**config.mk**
```make
export PLATFORM = sky130hd
export DESIGN_NAME = fp_vector_accumulator
export DESIGN_NICKNAME = d
export VERILOG_FILES = /design/src/rtl/fp_vector_accumulator.sv
export SDC_FILE = /design/constraint.sdc
export NUM_CORES = 1
export LEC_CHECK = 0
export CORE_ASPECT_RATIO = 1.75
export CORE_MARGIN = 1
export CORE_UTILIZATION = 51
export DETAILED_ROUTE_END_ITERATION = 8
export GPL_TIMING_DRIVEN = 0
export MAX_ROUTING_LAYER = met4
export PLACE_DENSITY_LB_ADDON = 0.15
export SYNTH_ARGS = -nofsm -noshare
export SYNTH_HDL_FRONTEND = slang
export SYNTH_SLANG_ARGS = --single-unit
```
**constraint.sdc**
```tcl
create_clock -name clk -period 8.4 [get_ports clk]
set_input_delay 0.84 -clock clk [delete_from_list [all_inputs] [get_ports clk]]
set_output_delay 0.84 -clock clk [all_outputs]
set_load 0.005 [all_outputs]
```
**src/rtl/fp_vector_accumulator.sv**
```systemverilog
// Streaming FP vector reduction: rotates partial sums over ADD_LATENCY slots to hide the
// external adder latency, then merges the slots and emits one summed vector per sequence.
module fp_vector_accumulator #(
  parameter int unsigned EXP_BITS    = 5,
  parameter int unsigned MANT_BITS   = 6,
  parameter int unsigned LANES       = 4,
  parameter int unsigned ADD_LATENCY = 2,
  parameter int unsigned CNT_BITS    = 16
) (
  input  logic                                   clk,
  input  logic                                   rst,
  input  logic                                   in_valid,
  output logic                                   in_ready,
  input  logic [LANES*(1+EXP_BITS+MANT_BITS)-1:0] in_vec,
  input  logic                                   in_last,
  output logic                                   add_valid,
  output logic [LANES*(1+EXP_BITS+MANT_BITS)-1:0] add_a,
  output logic [LANES*(1+EXP_BITS+MANT_BITS)-1:0] add_b,
  input  logic                                   add_res_valid,
  input  logic [LANES*(1+EXP_BITS+MANT_BITS)-1:0] add_res,
  output logic                                   out_valid,
  input  logic                                   out_ready,
  output logic [LANES*(1+EXP_BITS+MANT_BITS)-1:0] out_vec,
  output logic [CNT_BITS-1:0]                    out_count
);
  localparam int unsigned W  = 1 + EXP_BITS + MANT_BITS;
  localparam int unsigned VW = LANES * W;
  localparam int unsigned PW = (ADD_LATENCY > 1) ? $clog2(ADD_LATENCY) : 1;

  typedef enum logic [2:0] {StIdle, StAccum, StDrain, StMerge, StOut} state_e;

  state_e                 state_q;
  logic [VW-1:0]          slot_q [ADD_LATENCY];
  logic [PW-1:0]          ptr_q;
  logic [PW-1:0]          merge_idx_q;
  logic                   merge_wait_q;
  logic [CNT_BITS-1:0]    count_q;
  logic [ADD_LATENCY-1:0] tag_vld_q;
  logic [PW-1:0]          tag_slot_q [ADD_LATENCY];

  logic          accept;
  logic          merge_issue;
  logic          capture;
  logic [PW-1:0] cap_slot;
  logic          fwd;
  logic          pending;

  assign in_ready    = (state_q == StIdle) || (state_q == StAccum);
  assign accept      = in_valid && in_ready;
  assign merge_issue = (state_q == StMerge) && !merge_wait_q;
  assign capture     = add_res_valid && tag_vld_q[ADD_LATENCY-1];
  assign cap_slot    = tag_slot_q[ADD_LATENCY-1];
  assign fwd         = capture && (cap_slot == ptr_q);

  // Entries still in flight besides the one returning this cycle.
  always_comb begin
    pending = 1'b0;
    for (int i = 0; i < int'(ADD_LATENCY) - 1; i++) begin
      pending = pending | tag_vld_q[i];
    end
  end

  always_comb begin
    add_valid = 1'b0;
    add_a     = '0;
    add_b     = '0;
    if (accept) begin
      add_valid = 1'b1;
      add_a     = fwd ? add_res : slot_q[ptr_q];
      add_b     = in_vec;
    end else if (merge_issue) begin
      add_valid = 1'b1;
      add_a     = slot_q[0];
      add_b     = slot_q[merge_idx_q];
    end
  end

  assign out_valid = (state_q == StOut);
  assign out_vec   = out_valid ? slot_q[0] : '0;
  assign out_count = out_valid ? count_q : '0;

  always_ff @(posedge clk or posedge rst) begin
    if (rst) begin
      state_q      <= StIdle;
      ptr_q        <= '0;
      merge_idx_q  <= '0;
      merge_wait_q <= 1'b0;
      count_q      <= '0;
      tag_vld_q    <= '0;
      for (int i = 0; i < int'(ADD_LATENCY); i++) begin
        slot_q[i]     <= '0;
        tag_slot_q[i] <= '0;
      end
    end else begin
      tag_vld_q[0]  <= accept || merge_issue;
      tag_slot_q[0] <= accept ? ptr_q : '0;
      for (int i = 1; i < int'(ADD_LATENCY); i++) begin
        tag_vld_q[i]  <= tag_vld_q[i-1];
        tag_slot_q[i] <= tag_slot_q[i-1];
      end
      if (capture) slot_q[cap_slot] <= add_res;

      case (state_q)
        StIdle, StAccum: begin
          if (accept) begin
            ptr_q <= (ptr_q == PW'(ADD_LATENCY - 1)) ? '0 : ptr_q + 1'b1;
            if (count_q != '1) count_q <= count_q + 1'b1;
            state_q <= in_last ? StDrain : StAccum;
          end
        end
        StDrain: begin
          if (!pending) begin
            if (ADD_LATENCY == 1) begin
              state_q <= StOut;
            end else begin
              state_q      <= StMerge;
              merge_idx_q  <= PW'(1);
              merge_wait_q <= 1'b0;
            end
          end
        end
        StMerge: begin
          if (merge_issue) begin
            merge_wait_q <= 1'b1;
          end else if (!pending) begin
            // Result for slot 0 is captured this cycle.
            if (merge_idx_q == PW'(ADD_LATENCY - 1)) begin
              state_q <= StOut;
            end else begin
              merge_idx_q  <= merge_idx_q + 1'b1;
              merge_wait_q <= 1'b0;
            end
          end
        end
        StOut: begin
          if (out_ready) begin
            for (int i = 0; i < int'(ADD_LATENCY); i++) slot_q[i] <= '0;
            ptr_q   <= '0;
            count_q <= '0;
            state_q <= StIdle;
          end
        end
        default: state_q <= StIdle;
      endcase
    end
  end
endmodule
```
==> results.cfg <==
[yosys]
synth_edf_count = 0
syn_inst = 1016
yosys_warnings = 0
synth_top_cell_area_share_pct = 37.61
async_flop_share_pct = 100.0
synth_ff_type = dfrtp_1
netlist_area_um2 = 8117
ys_seq_area_share_pct = 37.61
syn_avg_cell_area_um2 = 7.989
yosysTopAreaCell = dfrtp_1
yosys-top-cells-area = dfrtp_1 (38%), nand2_1 (14%), mux2i_1 (12%)
synth_nets = 1119
ys_seq_elements = 122
yosysUniqueCellTypes = 49

[grt]
grt_pass1_wl_um = 44020
met1_usage_pct = 37.55
antenna_found_initial = 1
grt_pass1_vias = 8529
grt_overflow = 0
gr-usage-all-layers_pct = 34.83
grt_max_degree = 86
use_met2_pct = 61.17
top_usage_layer = met2
grt_use_met3_pct = 6.400

[detailed_routing]
wirelength_um = 28330
routed_via_density = 5.751
dr.pass1.iters = 6
postRouteAntennaNets = 0
vias = 8627
wl_per_cell_um = 18.89
drc = 0
drt-initial-drc-count = 551

[worst_setup_path]
cpMaxStageDelayCell = clkdlybuf4s50_1
cp_max_fo = 10
arrival_ns = 3.47
max_stage_delay_ns = 0.57
end_kind = output port
critical_path.startpoint_type = primary input
critPathKind = primary input to output port
path_cells = clkdlybuf4s50_1, or3b_2, clkbuf_1, clkbuf_1, o21ai_0, clkdlybuf4s50_1
worstPathRequired_ns = 7.56

[timing]
min_period_ns = 4.310
tightest_slew_ns = 0.8690
worst_slack_ns = 4.090
fmax_mhz = 232.0
rsz0062_at_grt = no
final_max_slew_viol_count = 0
period_share_pct = 51.31
hold_viol_final = 0
finClkSkew_ns = 0.01096
finalSetupTns_ns = 0
slew-limit-headroom_pct = 42.07
finalSetupViolations = 0

[cts]
clk_pin_slew_worst_paths_ns = 0.06
cts_tree = done
cts_sinks = 122
clockBufferDepth = 2
cts_buffers = 17
cts-root-buf = clkbuf_16
hold_buffers = 0
htreeDepth = 4
post_cts_buffers = 0
cts-resized-gates = 0
insertion_delay_ns = 0.42

[floorplan]
ios = 265
dieArea_um2 = 16440
die_y_um = 168.9
die_w_um = 97.37
core_area_um2 = 15460
num_rows = 60
initial_core_util_pct = 52.48

[outcome]
outcome = completed

[layout]
layout.nets = 1403
drive_gt1_share_pct = 7.768
multi_input_area_um2 = 4705
areaGrowthSynthToFinish_pct = 43.83
ff_latch_area_um2 = 3053
fill_cells = 1192

[placement]
io_buffer_count = 264
dp_hpwl_um = 19640
finalWeightedCongestion = 0.8897
pre_cts_ws_ns = 3.678

[pwr]
p_per_area_nw_per_um2 = 321.1
p_leak_uw = 0.004941
irDropWorstVdd_mv = 0.1914

[flow_run]
maxCapViolCount = 0

[min_path]
hold_path.class = register to register
==> worst max-delay path, delay by kind of cell <==
kind / cells / cell delay (ns)
AOI/OAI and AO/OA: 1 / 0.31
and+or+nand+nor: 1 / 0.47
buffers and inverters: 4 / 1.84
==> path summary, 6_finish.rpt <==
kind                                               from              endpoint  slack, ns  depth (start not counted)
worst max-delay path                           in_valid             add_a[17]       4.09                          6
worst min-delay path            tag_slot_q[1]$_DFF_PP0_    cap_slot$_DFF_PP0_       0.35                          0
worst max register to register   state_q[0]$_DFFE_PP0P_  slot_q[89]$_DFF_PP0_       5.86                          8
worst min register to register  tag_slot_q[1]$_DFF_PP0_    cap_slot$_DFF_PP0_       0.35                          0
max in group asynchronous                           rst  slot_q[52]$_DFF_PP0_       6.86                          3
min in group asynchronous                           rst  slot_q[35]$_DFF_PP0_       0.79                          2
==> cell usage in the layout, fill, tap and decap left out, drive strengths merged, types with 2 or more instances in the layout <==
cell type      instances
nand2                301
clkdlybuf4s50        264
dfrtp                122
o21ai                103
a21oi                101
mux2i                100
clkbuf                86
and2                  63
mux2                  49
buf                   18
nor2                  16
inv                    7
nand3                  6
nand4                  6
a22o                   5
bufinv                 5
clkinv                 5
nand2b                 4
and3                   4
a21o                   4
and4                   3
a31oi                  3
nor4                   3
a211o                  3
o211ai                 3
o21a                   3
nand3b                 2
a21boi                 2
or2                    2
o221ai                 2
nor3                   2
or3b                   2
==> state kept, by name, summed over array words and instances (netlist names) <==
| register | count |
|---|---|
| slot_q | 96 |
| count_q | 16 |
| state_q | 3 |
| tag_vld_q | 2 |
| cap_slot | 1 |
| merge_idx_q | 1 |
| merge_wait_q | 1 |
| ptr_q | 1 |
| tag_slot_q | 1 |
==> layout make-up <==
class                           instances  area share (%)
Multi-Input combinational cell        805           40.30
Sequential cell                       122           26.15
Timing Repair Buffer                  265           22.87
Clock buffer                           20           3.826
Buffer                                 83           2.926
Tap cell                              186           1.994
Clock inverter                         12           1.672
Inverter                                6          0.2358
Antenna cell                            1         0.02144
==> cell families (layout without fill, tap and decap cells) <==
| kind of cell | Yosys count | in the layout | share of synthesized area, % |
|---|---|---|---|
| and+or+nand+nor | 417 | 417 | 22.51 |
| AOI/OAI and AO/OA | 237 | 237 | 16.00 |
| muxes | 149 | 149 | 19.13 |
| DFF | 122 | 122 | 37.61 |
| buffers and inverters | 89 | 386 | 4.486 |
| adders and majority gates | 1 | 1 | 0.1541 |
| xor gates and xnor gates | 1 | 1 | 0.1079 |
| other | 0 | 1 | 0 |
==> power breakdown <==
part	switching (µW)	internal, µW	leakage, µW
Sequential	262	845	0.00154
Clock	275	534	0.000314
Combinational	898	935	0.00309
Total	1430	2310	0.00494
==> metrics by stage <==
stage	cell area, µm²	std cells	util (%)	total power, µW	hold WS, ns
after floorplan	8117	1016	-	2079	0.3312
after global placement	10990	1466	71.08	2847	0.3370
after detailed placement	11020	1467	71.29	2904	0.3451
after CTS	11670	1499	75.44	3728	0.3551
after global routing	11670	1500	75.49	3970	0.3720
final	11670	1500	75.49	3748	0.3516
==> metal layers <==
| layer | wire length (µm) | share of wire [%] |
|---|---|---|
| met2 | 14780 | 52 |
| met5 | 0 | 0 |
| met4 | 1180 | 4.2 |
| met3 | 1778 | 6.3 |
| met1 | 10590 | 37 |
==> Yosys cell counts (4+ instances only) <==
library cell,instances
nand3_1,6
nor2_1,16
clkbuf_1,66
and3_1,4
inv_1,5
dfrtp_1,122
and2_1,63
buf_2,9
o21ai_0,102
mux2_2,49
a21oi_1,101
a22o_1,5
mux2i_1,100
nand2_1,301
nand2b_1,4
buf_1,5
nand4_1,6
a21o_1,4
No activity file was read; power rests on OpenSTA's default activity.
